===== src/rtl/load_store_unit_pkg.sv =====
// lsu_pkg: funct3 codes, FSM states and the byte-swap helper shared by the load/store unit.
package lsu_pkg;
    localparam logic [2:0] F3_B  = 3'b000;
    localparam logic [2:0] F3_H  = 3'b001;
    localparam logic [2:0] F3_W  = 3'b010;
    localparam logic [2:0] F3_BU = 3'b100;
    localparam logic [2:0] F3_HU = 3'b101;

    typedef enum logic [1:0] {IDLE, ACCESS, WRITE, RESP} lsu_state_t;

    function automatic logic [31:0] bswap32(input logic [31:0] w);
        return {w[7:0], w[15:8], w[23:16], w[31:24]};
    endfunction
endpackage


===== src/rtl/load_store_unit_if.sv =====
// load_store_unit_if: core request/response and data-memory signals of the load/store unit.
interface load_store_unit_if #(parameter int ADDR_W = 32);
    logic              req_valid;
    logic              req_ready;
    logic              req_write;
    logic [2:0]        req_funct3;
    logic [ADDR_W-1:0] req_addr;
    logic [31:0]       req_wdata;
    logic              resp_valid;
    logic [31:0]       resp_rdata;
    logic              resp_error;
    logic [ADDR_W-1:0] mem_addr;
    logic              mem_write_enable;
    logic [31:0]       mem_write_data;
    logic [31:0]       mem_read_data;

    modport slave (
        input  req_valid, req_write, req_funct3, req_addr, req_wdata, mem_read_data,
        output req_ready, resp_valid, resp_rdata, resp_error, mem_addr, mem_write_enable, mem_write_data
    );
    modport master (
        output req_valid, req_write, req_funct3, req_addr, req_wdata, mem_read_data,
        input  req_ready, resp_valid, resp_rdata, resp_error, mem_addr, mem_write_enable, mem_write_data
    );
endinterface


===== src/rtl/load_store_unit_byte_lane.sv =====
// lsu_byte_lane: load extraction/extension and sub-word store merge between memory and register byte order.
module lsu_byte_lane
    import lsu_pkg::*;
(
    input  logic [2:0]  funct3,
    input  logic [31:0] rd,
    input  logic [31:0] wdata,
    output logic [31:0] load_val,
    output logic [31:0] merged
);
    logic [31:0] reg_word;

    always_comb begin
        reg_word = bswap32(rd);
        load_val = funct3 == F3_B  ? {{24{reg_word[7]}}, reg_word[7:0]} :
                   funct3 == F3_BU ? {24'b0, reg_word[7:0]} :
                   funct3 == F3_H  ? {{16{reg_word[15]}}, reg_word[15:0]} :
                   funct3 == F3_HU ? {16'b0, reg_word[15:0]} : reg_word;
        merged   = funct3 == F3_B ? {wdata[7:0], rd[23:0]} :
                   funct3 == F3_H ? {wdata[7:0], wdata[15:8], rd[15:0]} : bswap32(wdata);
    end
endmodule


===== src/rtl/load_store_unit.sv =====
// load_store_unit: RISC-V loads/stores onto a byte-addressed word memory; SB/SH run as read-modify-write.
// Define LSU_MISALIGN_TRAP_EN to reject misaligned or out-of-range accesses with resp_error.
module load_store_unit
    import lsu_pkg::*;
#(
    parameter int ADDR_W    = 32,
    parameter int MEM_BYTES = 4096
) (
    input logic              clock,
    input logic              reset,
    load_store_unit_if.slave bus
);
`ifdef LSU_MISALIGN_TRAP_EN
    localparam bit TRAP = 1'b1;
`else
    localparam bit TRAP = 1'b0;
`endif
    localparam logic [ADDR_W:0] LIMIT = (ADDR_W+1)'(MEM_BYTES);

    lsu_state_t        state_q, state_d;
    logic              write_q, write_d, we_q, we_d, err_q, err_d;
    logic              resp_valid_q, resp_valid_d, resp_error_q, resp_error_d;
    logic [2:0]        funct3_q, funct3_d;
    logic [31:0]       wdata_q, wdata_d, mem_wdata_q, mem_wdata_d;
    logic [31:0]       data_q, data_d, resp_rdata_q, resp_rdata_d;
    logic [ADDR_W-1:0] mem_addr_q, mem_addr_d;
    logic [31:0]       load_val, merged;
    logic              bad_f3, misaligned, out_of_range, reject;

    lsu_byte_lane lane (
        .funct3  (funct3_q),
        .rd      (bus.mem_read_data),
        .wdata   (wdata_q),
        .load_val(load_val),
        .merged  (merged)
    );

    always_comb begin
        bad_f3       = bus.req_funct3 inside {3'b011, 3'b110, 3'b111} || (bus.req_write && bus.req_funct3[2]);
        misaligned   = (bus.req_funct3[1:0] == 2'b01 && bus.req_addr[0]) ||
                       (bus.req_funct3[1:0] == 2'b10 && bus.req_addr[1:0] != 2'b00);
        out_of_range = {1'b0, bus.req_addr} + (ADDR_W+1)'(3) >= LIMIT;
        reject       = bad_f3 || (TRAP && (misaligned || out_of_range));
    end

    always_comb begin
        state_d      = state_q;
        write_d      = write_q;
        funct3_d     = funct3_q;
        wdata_d      = wdata_q;
        mem_addr_d   = mem_addr_q;
        we_d         = 1'b0;
        mem_wdata_d  = mem_wdata_q;
        data_d       = data_q;
        err_d        = err_q;
        resp_valid_d = 1'b0;
        resp_rdata_d = resp_rdata_q;
        resp_error_d = resp_error_q;
        unique case (state_q)
            IDLE: if (bus.req_valid) begin
                write_d      = bus.req_write;
                funct3_d     = bus.req_funct3;
                wdata_d      = bus.req_wdata;
                mem_addr_d   = bus.req_addr;
                err_d        = reject;
                resp_error_d = 1'b0;
                state_d      = reject ? RESP : ACCESS;
                we_d         = !reject && bus.req_write && bus.req_funct3 == F3_W;
                mem_wdata_d  = we_d ? bswap32(bus.req_wdata) : mem_wdata_q;
            end
            ACCESS: begin
                data_d      = load_val;
                we_d        = write_q && funct3_q != F3_W;
                mem_wdata_d = we_d ? merged : mem_wdata_q;
                state_d     = we_d ? WRITE : RESP;
            end
            WRITE: state_d = RESP;
            RESP: begin
                state_d      = IDLE;
                resp_valid_d = 1'b1;
                resp_rdata_d = write_q || err_q ? 32'b0 : data_q;
                resp_error_d = err_q;
            end
            default: state_d = IDLE;
        endcase
    end

    always_ff @(posedge clock) begin
        if (reset) begin
            state_q      <= IDLE;
            write_q      <= 1'b0;
            funct3_q     <= 3'b0;
            wdata_q      <= 32'b0;
            mem_addr_q   <= '0;
            we_q         <= 1'b0;
            mem_wdata_q  <= 32'b0;
            data_q       <= 32'b0;
            err_q        <= 1'b0;
            resp_valid_q <= 1'b0;
            resp_rdata_q <= 32'b0;
            resp_error_q <= 1'b0;
        end else begin
            state_q      <= state_d;
            write_q      <= write_d;
            funct3_q     <= funct3_d;
            wdata_q      <= wdata_d;
            mem_addr_q   <= mem_addr_d;
            we_q         <= we_d;
            mem_wdata_q  <= mem_wdata_d;
            data_q       <= data_d;
            err_q        <= err_d;
            resp_valid_q <= resp_valid_d;
            resp_rdata_q <= resp_rdata_d;
            resp_error_q <= resp_error_d;
        end
    end

    // Reset masks the write strobe immediately so an interrupted RMW never lands in memory.
    assign bus.mem_write_enable = we_q && !reset;
    assign bus.req_ready        = state_q == IDLE && !reset;
    assign bus.mem_addr         = mem_addr_q;
    assign bus.mem_write_data   = mem_wdata_q;
    assign bus.resp_valid       = resp_valid_q;
    assign bus.resp_rdata       = resp_rdata_q;
    assign bus.resp_error       = resp_error_q;
endmodule

===== src/flat_wrapper.sv =====
// flat-port wrapper written by rule: the top's interface ports become plain ports
module load_store_unit_flat import lsu_pkg::*;
#(
    parameter int ADDR_W    = 32,
    parameter int MEM_BYTES = 4096
)
  (clock, reset, bus_req_valid, bus_req_write, bus_req_funct3, bus_req_addr, bus_req_wdata, bus_mem_read_data, bus_req_ready, bus_resp_valid, bus_resp_rdata, bus_resp_error, bus_mem_addr, bus_mem_write_enable, bus_mem_write_data);
  load_store_unit_if #(.ADDR_W(ADDR_W)) bus_i ();
  input logic clock;
  input logic reset;
  input wire logic [$bits(bus_i.req_valid)-1:0] bus_req_valid;
  input wire logic [$bits(bus_i.req_write)-1:0] bus_req_write;
  input wire logic [$bits(bus_i.req_funct3)-1:0] bus_req_funct3;
  input wire logic [$bits(bus_i.req_addr)-1:0] bus_req_addr;
  input wire logic [$bits(bus_i.req_wdata)-1:0] bus_req_wdata;
  input wire logic [$bits(bus_i.mem_read_data)-1:0] bus_mem_read_data;
  output wire logic [$bits(bus_i.req_ready)-1:0] bus_req_ready;
  output wire logic [$bits(bus_i.resp_valid)-1:0] bus_resp_valid;
  output wire logic [$bits(bus_i.resp_rdata)-1:0] bus_resp_rdata;
  output wire logic [$bits(bus_i.resp_error)-1:0] bus_resp_error;
  output wire logic [$bits(bus_i.mem_addr)-1:0] bus_mem_addr;
  output wire logic [$bits(bus_i.mem_write_enable)-1:0] bus_mem_write_enable;
  output wire logic [$bits(bus_i.mem_write_data)-1:0] bus_mem_write_data;
  assign bus_i.req_valid = bus_req_valid;
  assign bus_i.req_write = bus_req_write;
  assign bus_i.req_funct3 = bus_req_funct3;
  assign bus_i.req_addr = bus_req_addr;
  assign bus_i.req_wdata = bus_req_wdata;
  assign bus_i.mem_read_data = bus_mem_read_data;
  assign bus_req_ready = bus_i.req_ready;
  assign bus_resp_valid = bus_i.resp_valid;
  assign bus_resp_rdata = bus_i.resp_rdata;
  assign bus_resp_error = bus_i.resp_error;
  assign bus_mem_addr = bus_i.mem_addr;
  assign bus_mem_write_enable = bus_i.mem_write_enable;
  assign bus_mem_write_data = bus_i.mem_write_data;
  load_store_unit #(.ADDR_W(ADDR_W), .MEM_BYTES(MEM_BYTES)) u_core (.clock(clock), .reset(reset), .bus(bus_i));
endmodule

===== config.mk =====
export PLATFORM = sky130hd
export DESIGN_NAME = load_store_unit_flat
export DESIGN_NICKNAME = d
export VERILOG_FILES = /design/src/rtl/load_store_unit_pkg.sv /design/src/rtl/load_store_unit_if.sv /design/src/rtl/load_store_unit_byte_lane.sv /design/src/rtl/load_store_unit.sv /design/src/flat_wrapper.sv
export SDC_FILE = /design/constraint.sdc
export NUM_CORES = 1
export LEC_CHECK = 0
export BUFFER_PORTS_ARGS = -buffer_cell sky130_fd_sc_hd__clkbuf_2
export CORE_UTILIZATION = 52
export DETAILED_ROUTE_END_ITERATION = 8
export PLACE_DENSITY_LB_ADDON = 0.08
export SETUP_SLACK_MARGIN = 0.02
export SLEW_MARGIN = 20
export SYNTH_ARGS = -nofsm -noshare
export SYNTH_HDL_FRONTEND = slang
export SYNTH_HIERARCHICAL = 1
export SYNTH_SLANG_ARGS = --single-unit

===== constraint.sdc =====
create_clock -name clock -period 2.1 [get_ports clock]
set_input_delay 0.315 -clock clock [delete_from_list [all_inputs] [get_ports clock]]
set_output_delay 0.315 -clock clock [all_outputs]
set_load 0.05 [all_outputs]

# ---- Word-level counts from Yosys, hierarchy flattened
# Index checks and enable logic that the tools add are counted.
dict set report totals {
  regBits 170
  output_inout_bits 100
}
dict set report op_classes {
  eq_ne 14
  mux 20
  reduce_logical 18
}
# cell count
set ops {}
lappend ops {{$mux W32} 8}
lappend ops {{$pmux W32 S2} 1}
lappend ops {{$mux W24} 1}
lappend ops {{$mux W16} 1}
lappend ops {{$eq A3 B3 Y1 const B} 4}
lappend ops {{$pmux W2 S4} 1}
lappend ops {{$eq A3 B2 Y1 const B} 2}
lappend ops {{$logic_and A1 B1 Y1} 6}
lappend ops {{$eq A2 B2 Y1 const B} 2}
lappend ops {{$mux W1} 4}
lappend ops {{$mux W2} 2}
lappend ops {{$ne A2 B1 Y1 const B} 2}
lappend ops {{$pmux W1 S2} 2}
lappend ops {{$reduce_and A2 Y1} 2}
lappend ops {{$reduce_and A4 Y1} 1}
lappend ops {{$reduce_bool A2 Y1} 2}
lappend ops {{$eq A3 B1 Y1 const B} 1}
lappend ops {{$logic_not A3 Y1} 1}
lappend ops {{$ne A3 B2 Y1 const B} 1}
lappend ops {{$reduce_bool A3 Y1} 1}
lappend ops {{$eq A2 B1 Y1 const B} 1}
lappend ops {{$logic_not A1 Y1} 2}
lappend ops {{$logic_not A2 Y1} 1}
lappend ops {{$logic_or A1 B1 Y1} 2}
lappend ops {{$ne A2 B2 Y1 const B} 1}

# ---- Depth between registers and ports, before layout
# Gate-level depths: netlist (run 1).
dict set report logic_depth {
  ltp_word 9
  depth_mapped 9
}

# ---- Hierarchy
# Netlist (run 1), hierarchy kept.
# mod instances cells_per_inst area_per_inst_um2 seq_area_each_um2
set modules_own_cells {}
lappend modules_own_cells {load_store_unit 1 725 6550.0 3403.3}
lappend modules_own_cells {lsu_byte_lane 1 101 739.5 0.0}

# ---- Least setup slack after synthesis (run 1)
# Ideal clock, no wire load.
dict set report synth_timing {
  path_type {input to output}
  startpoint {input port reset}
  endpoint {output port bus_req_ready}
  arrival_ns 1.557
  t_required_ns 1.785
  path_slack_ns 0.228
  path_stages 4
  cell_sequence {clkbuf_1 -> clkbuf_1 -> clkbuf_1 -> nor2_1}
}
dict set report synth_via {
  elab_chain_cells 2
}
# item line_no
set synth_rtl {}
lappend synth_rtl {{start, declared} flat_wrapper.sv:10} ;# input logic reset;
lappend synth_rtl {{$logic_not A1 Y1} load_store_unit.sv:120} ;# assign bus.req_ready = state_q == IDLE && !reset;
lappend synth_rtl {{$logic_and A1 B1 Y1} load_store_unit.sv:120}
lappend synth_rtl {{end, declared} flat_wrapper.sv:17} ;# output wire logic [$bits(bus_i.req_ready)-1:0] bus_req_ready;
# Every way passes these cells.

# ---- Worst setup path after layout (run 1)
dict set report layout_timing {
  startpoint {register u_core.state_q[1]}
  endpoint {output port bus_req_ready}
}
dict set report layout_via {
  elab_chain_cells 2
}
# item line_no
set layout_rtl {}
lappend layout_rtl {{start, declared} load_store_unit.sv:20} ;# lsu_state_t state_q, state_d;
lappend layout_rtl {{start signal, assigned} load_store_unit.sv:103} ;# state_q <= state_d;
lappend layout_rtl {{$logic_not A2 Y1} load_store_unit.sv:120}
lappend layout_rtl {{$logic_and A1 B1 Y1} load_store_unit.sv:120}
# Every way passes these cells.

==> results of run 1 <==
==> logic make-up (layout without fill, tap and decap cells) <==
| family | Yosys count | after routing | share of synthesized area |
|---|---|---|---|
| muxes | 90 | 90 | 0.131 |
| AOI/OAI and AO/OA | 198 | 198 | 0.171 |
| and+or+nand+nor | 279 | 279 | 0.163 |
| adders and majority gates | 3 | 3 | 0.00515 |
| buffers and inverters | 86 | 257 | 0.0628 |
| DFF | 170 | 170 | 0.467 |
==> per-layer routing <==
layer  vias to the layer above  track usage
met5                         -            0
met4                         0       0.0733
met3                        12       0.0627
met2                       146        0.417
met1                      2872        0.313
li1                       3085            -
==> tightest hold or removal path: stages <==
cell	delay (ns)
clkbuf_2	0.08
nand2_1	0.04
a21oi_1	0.05
==> final timing paths <==
kind | startpoint | to | depth (start not counted)
worst max-delay path | u_core/state_q[1] | bus_req_ready | 5
worst min-delay path | bus_req_addr[18] | u_core/bus.mem_addr[18] | 3
worst max register to register | u_core/state_q[1] | u_core/bus.mem_write_data[25] | 7
worst min register to register | u_core/wdata_q[28] | u_core/wdata_q[28] | 2
==> cells in the mapped netlist, types with 2 or more instances <==
cell type,count,share of area
dfxtp_1,170,0.47
nand2_1,164,0.084
a21oi_1,135,0.093
nor2_1,71,0.037
mux2i_1,65,0.089
clkbuf_1,44,0.023
nor2b_1,34,0.029
a211oi_2,30,0.051
o21ai_0,25,0.017
mux2_2,20,0.031
buf_4,17,0.018
buf_2,9,0.0062
buf_6,8,0.012
buf_1,4,0.0021
inv_1,4,0.0021
mux2_4,4,0.0082
a211oi_1,3,0.0031
ha_1,3,0.0051
and2_1,2,0.0017
nor3b_1,2,0.0021
==> flip-flops by register name (all words and copies together), names as in the netlist, 2 cells and up <==
| name | count |
|---|---|
| u_core/state_q | 2 |
| u_core/funct3_q | 3 |
| u_core/bus.mem_addr | 32 |
| u_core/bus.resp_rdata | 32 |
| u_core/bus.mem_write_data | 32 |
| u_core/data_q | 32 |
| u_core/wdata_q | 32 |
==> cell usage in the layout (no fill, tap or decap), drive strengths merged, types with 22 or more instances in the layout <==
cell type  netlist  routed
clkbuf          44     225
nand2          164     164
a211oi          33      33
dfxtp          170     170
nor2            72      72
a21oi          135     135
mux2i           66      66
nor2b           34      34
buf             38      22
o21ai           26      26
mux2            24      24
==> cell type report <==
class                   count  area, sq um
clock inverters             6         86.3
flip-flops and latches    170         3400
well taps                 176          220
inverters                   4         15.0
clock buffers              25          505
fillers                  1212         4530
multi-input cells         570         3460
repair buffers            222         1230
==> power groups by stage <==
stage / clock network, mW / logic [mW] / registers, mW
after floorplan: 0 / 2.75 / 5.26
after global placement: 0 / 4.81 / 4.24
after global routing: 3.29 / 5.25 / 4.26
after CTS: 3.16 / 4.90 / 4.19
final: 3.09 / 4.90 / 4.19
after detailed placement: 0 / 4.88 / 4.24
==> key figures, run 1 <==
Timing
  – Worst-Margin Slew: 0.541 ns
  – Final setup vio count: 0
  – RSZ-0062 raised after global routing: no
  – Slew HR: 0.631
  – Final Skew: 0.00640 ns
  – Fmax: ~0.5 GHz
  – Setup_tns: 0 ns
  – Final hold vios: 0
  – Final worst slack: 0.139 ns
  – Hold_ws: 0.112 ns
  – Final Max Slew Viols: 0
  – Period utilisation layout: 0.934
  – Shortest period the worst path allows: 1.96 ns

Placement
  – GPL Wtd Cong: 0.790
  – Port Buffers: a little over 200
  – Pre-CTS setup slack: approximately 0.095 ns
  – Detail Placement HPWL: 11.7 mm
  – Placed insts: 1142
  – Placed instance area: 8320 sq um

Setup path
  – CP Buf/Inv Count: 3
  – Crit end category: output pin
  – Largest delay contributor family on the critical path: buffers and inverters
  – Reg-to-reg setup timing slack: 0.21 ns
  – CP peak stage delay: 0.32 ns
  – Crit path cell chain: inv_1 -> ha_2 -> inv_1 -> nor2_1 -> buf_2
  – Required time worst endpoint: 1.78 ns
  – Startpoint type of the worst setup path: flip-flop
  – Worst-path fanout max: 7
  – Slowest CP cell: dfxtp_1
  – Critical Path AT: between 1.5 and 2 ns
  – WS Path Type: reg -> out
  – CP dominant cell by count: inv_1

Synth
  – Synth async-reset ratio: 0
  – Number of flops mapped to enable cells by yosys: 0
  – Mapped Area: approximately 7300 sq um
  – Syn avg cell area: 8.83 sq um
  – Mapped Nets: 932
  – Netlist cell types: 32
  – Synth Register Bits: 170
  – Ys flop type: dfxtp_1
  – Synth warn: 6
  – Synthesized instance count: 826
  – Register area share after synthesis: 0.467

Clock tree
  – Max Root-Sink Buffers: 2
  – CTS tree: built
  – Worst skew pair latency: 0.42 ns
  – CTS resizes: 0
  – Root Buffer: clkbuf_16
  – Clock Sink Count: 170
  – Cts bufs inserted: 17
  – Htree depth: 4
  – Post-CTS Setup Inserts: 0
  – Clock transition at path regs: roughly 0.060 ns
  – CTS hold repair buffers: 0

Floorplanning
  – Row cnt: between 40 and 50
  – Initial Util: 0.542
  – Die Y: 120 um
  – Die X: 120 um
  – Core ar.: approximately 13000 sq um
  – Boundary pin count: 203
  – Die area: 14500 sq um

Route
  – Vias per inst: ~5.2
  – Metal1 wirelength: 8.10 mm
  – Vias: 6115
  – Met3 wire len: 796 um
  – Initial DRC count: 301
  – WL per Instance: 15.2 um
  – Final wirelength: 17.8 mm
  – Highest metal used: met4
  – DR DRC count: 0
  – DR WL met2: a little under 9 mm
  – TritonRoute pass-1 iters: 5
  – DRT antenna net count: 0

Power and ir drop
  – Sw Pwr: about 4.8 mW
  – Total Power: 12.2 mW
  – Clock power share: 0.254
  – Internal power: 7.37 mW
  – Switching Fraction: 0.395
  – Reg power frac: 0.344
  – Worst VDD drop: 1.06 mV
  – P_leak: 3.80 nW
  – Pwr Density: 1360 nW/um^2
  – Combinational share of power: 0.402

Layout
  – Share of layout cells above drive strength 1: 0.320
  – Fin cells: 1173
  – Synthesis-to-layout area growth: 22.4%
  – Ant diodes: 0
  – Nets@finish: 1091
  – Finished Core Util: 0.663
  – Final instance area: a little under 9000 sq um

Outcome
  – Outcome: finished clean

Global route
  – Gr usage total: 0.248
  – Congestion Overflow GR: 0
  – Vias in the first global route: 5789
  – Largest net degree at the start of global routing: ~90
  – First-pass GRT wire length: 28.3 mm
  – Initial antenna violation count: 0

Hold path
  – Hold WC Path Type: in -> reg

Flow run
  – Max cap viols: 0
No activity file was read; power rests on OpenSTA's default activity.
==> inputs of run 2 (changes only) <==
--- a/config.mk
+++ b/config.mk
@@ -10,7 +10,6 @@
 export DETAILED_ROUTE_END_ITERATION = 8
 export PLACE_DENSITY_LB_ADDON = 0.08
 export SETUP_SLACK_MARGIN = 0.02
-export SLEW_MARGIN = 20
 export SYNTH_ARGS = -nofsm -noshare
 export SYNTH_HDL_FRONTEND = slang
 export SYNTH_HIERARCHICAL = 1
==> constraint.sdc (replaced) <==
create_clock -name clock -period 2.01 [get_ports clock]
set_input_delay 0.3015 -clock clock [delete_from_list [all_inputs] [get_ports clock]]
set_output_delay 0.3015 -clock clock [all_outputs]
set_load 0.05 [all_outputs]
==> run 2 against run 1 <==
Against the previous run:
- global-route usage shrank 0.066 points
- sequential power grew 4%
- highest routed layer unchanged
- sequential share of layout area shrank 0.068 points
- wire length grew 0.21%
==> key figures, run 2 (synthesis gave the netlist of run 1 again) <==
Layout
  – Ant diodes: 0 (unchanged)
  – Synthesis-to-layout area growth: 22.6%
  – Final instance area: 8930 sq um (+0.14%)
  – Fin cells: 1176 (+0.26%)
  – Commonest non-fill, non-tap cell in the layout: clkbuf_2
  – Share of layout cells above drive strength 1: 0.321 (+0.00104)
  – Highest-count cells in the layout ignoring fill and taps: 200 x clkbuf_2, 170 x dfxtp_1, 163 x nand2_1, 135 x a21oi_1, 71 x nor2_1
  – Nets@finish: 1093 (+0.18%)

Timing
  – Setup_tns: 0 ns (unchanged)
  – Shortest period the worst path allows: around 1.9 ns
  – Final Skew: 0.00760 ns (+0.00120 ns)
  – Worst-Margin Slew: 0.585 ns (+0.0436 ns)
  – RSZ-0062 raised after global routing: no
  – Slew HR: 0.610 (-0.0214)
  – Final Max Slew Viols: 0 (unchanged)
  – Period utilisation layout: 0.928
  – Fmax: 0.536 GHz
  – Final hold vios: 0 (unchanged)
  – Final worst slack: 0.144 ns (+0.00482 ns)
  – Final setup vio count: 0 (unchanged)

Placement
  – Pre-CTS setup slack: 0.109 ns (+0.0136 ns)
  – Placed insts: 1144 (+0.18%)
  – Placed instance area: 8310 sq um (-0.12%)
  – Port Buffers: 202 (unchanged)
  – Detail Placement HPWL: 11.8 mm (+0.83%)
  – GPL Wtd Cong: 0.764 (-3.4%)

Floorplanning
  – Boundary pin count: 203 (unchanged)
  – Core ar.: 13500 sq um (unchanged)
  – Die area: 14500 sq um (unchanged)
  – Initial Util: 0.542 (unchanged)
  – Die Y: 120 um (unchanged)
  – Row cnt: 42 (unchanged)
  – Die X: 120 um (unchanged)

Setup path
  – Required time worst endpoint: 2.35 ns (+0.57 ns)
  – Startpoint type of the worst setup path: flip-flop
  – Setup crit start: u_core/state_q[1]
  – Crit end category: flip-flop
  – Worst-path fanout max: 15 (+8)
  – Worst r2r src: u_core/state_q[1]
  – FF-to-FF End: u_core/bus.mem_write_data[24]
  – WS Path Type: reg -> reg
  – Critical Path AT: 2.20 ns (+0.55 ns)
  – Reg2reg path depth: 7 (unchanged)
  – Reg-to-reg setup timing slack: 0.14 ns (-0.07 ns)

Clock tree
  – Max Root-Sink Buffers: 2 (unchanged)
  – CTS tree: built
  – Root Buffer: clkbuf_16
  – Cts bufs inserted: 17 (unchanged)
  – Htree depth: 4 (unchanged)
  – Worst skew pair latency: 0.42 ns (about the same)
  – CTS hold repair buffers: 0 (unchanged)
  – Clock Sink Count: 170 (unchanged)
  – Clock transition at path regs: 0.06 ns (about the same)
  – Post-CTS Setup Inserts: 0 (unchanged)

Power and ir drop
  – Pwr Density: 1430 nW/um^2 (+4.8%)
  – Internal power: 7.73 mW (+4.9%)
  – Reg power frac: 0.341 (-0.003)
  – P_leak: 3.80 nW (+0.20%)
  – Clock power share: 0.258 (+0.004)
  – Combinational share of power: 0.401 (about the same)
  – Worst VDD drop: 0.944 mV (-11%)
  – Switching Fraction: 0.395 (about the same)
  – Sw Pwr: 5.04 mW (+5.0%)

Route
  – Final wirelength: 17.8 mm (+0.21%)
  – TritonRoute pass-1 iters: 4 (-1)
  – WL per Instance: 15.2 um (about the same)
  – DR DRC count: 0 (unchanged)
  – Initial DRC count: 327 (+8.6%)
  – DRT antenna net count: 0 (unchanged)
  – Vias per inst: 5.20 (-0.26%)
  – Vias: 6115 (unchanged)

Hold path
  – Hold Path Sink: u_core/bus.mem_addr[7]
  – Hold depth: 3 (unchanged)
  – Hold WC Path Type: in -> reg
  – Worst Hold Launch: bus_req_addr[7]

Global route
  – Largest net degree at the start of global routing: 87 (-4.4%)
  – Initial antenna violation count: 0 (unchanged)
  – Gr usage total: 0.247 (-0.000662)
  – First-pass GRT wire length: 28.2 mm (-0.68%)
  – Vias in the first global route: 5708 (-1.4%)
  – Congestion Overflow GR: 0 (unchanged)

Outcome
  – Outcome: finished clean

Flow run
  – Max cap viols: 0 (unchanged)
run 2: timing repair:
| action | in CTS | in global routing |
|---|---|---|
| setup endpoints to repair | 1 | 95 |
| pin swaps | 0 | 0 |
| resized for setup | 1 | 5 |
run 2: layout make-up:
class	count	area (sq um)
clock buffers	27	523
clock inverters	5	81.3
fillers	1232	4520
inverters	4	15.0
multi-input cells	570	3460
flip-flops and latches	170	3400
well taps	176	220
repair buffers	224	1230
run 2: critical path, stage by stage, from the launching register on:
cell and delay [ns]:
dfxtp_1 0.34, inv_1 0.10, ha_2 0.21, and2_2 0.19, a22o_4 0.28, and2_2 0.22, buf_4 0.21, a211oi_1 0.22
run 2: worst max path at each step:
| stage | end | slack (ns) | cells past startpoint |
|---|---|---|---|
| floorplan | bus_req_ready | 0.16 | 4 |
| global placement | u_core/bus.mem_write_data[20] | 0.15 | 7 |
| detailed placement | u_core/bus.mem_write_data[15] | 0.11 | 7 |
| CTS | bus_req_ready | 0.07 | 5 |
| global route | bus_req_ready | 0.03 | 5 |
| finish | u_core/bus.mem_write_data[24] | 0.14 | 7 |
run 2: stage by stage:
| step | power (mW) | utilization | hold slack, ns |
|---|---|---|---|
| floorplan | 8.37 | - | 0.433 |
| global placement | 9.45 | 0.618 | 0.441 |
| detailed placement | 9.51 | 0.618 | 0.446 |
| CTS | 12.8 | 0.663 | 0.0796 |
| global route | 13.4 | 0.664 | 0.0856 |
| finish | 12.8 | 0.664 | 0.0930 |
run 2: metal layers:
metal / share of wire / track usage / wire length, um / vias to the layer above
met5: 0 / 0 / 0 / -
met4: 0.015 / 0.104 / 272 / 0
met3: 0.047 / 0.0561 / 845 / 20
met2: 0.48 / 0.395 / 8640 / 144
met1: 0.45 / 0.321 / 8080 / 2854
li1: - / - / - / 3097
run 2: power groups by stage:
| stage | sequential, mW | combinational [mW] | clock, mW |
|---|---|---|---|
| after floorplan | 5.50 | 2.87 | 0 |
| after global placement | 4.42 | 5.03 | 0 |
| after detailed placement | 4.42 | 5.08 | 0 |
| after CTS | 4.36 | 5.11 | 3.36 |
| after global routing | 4.43 | 5.52 | 3.48 |
| final | 4.36 | 5.12 | 3.30 |
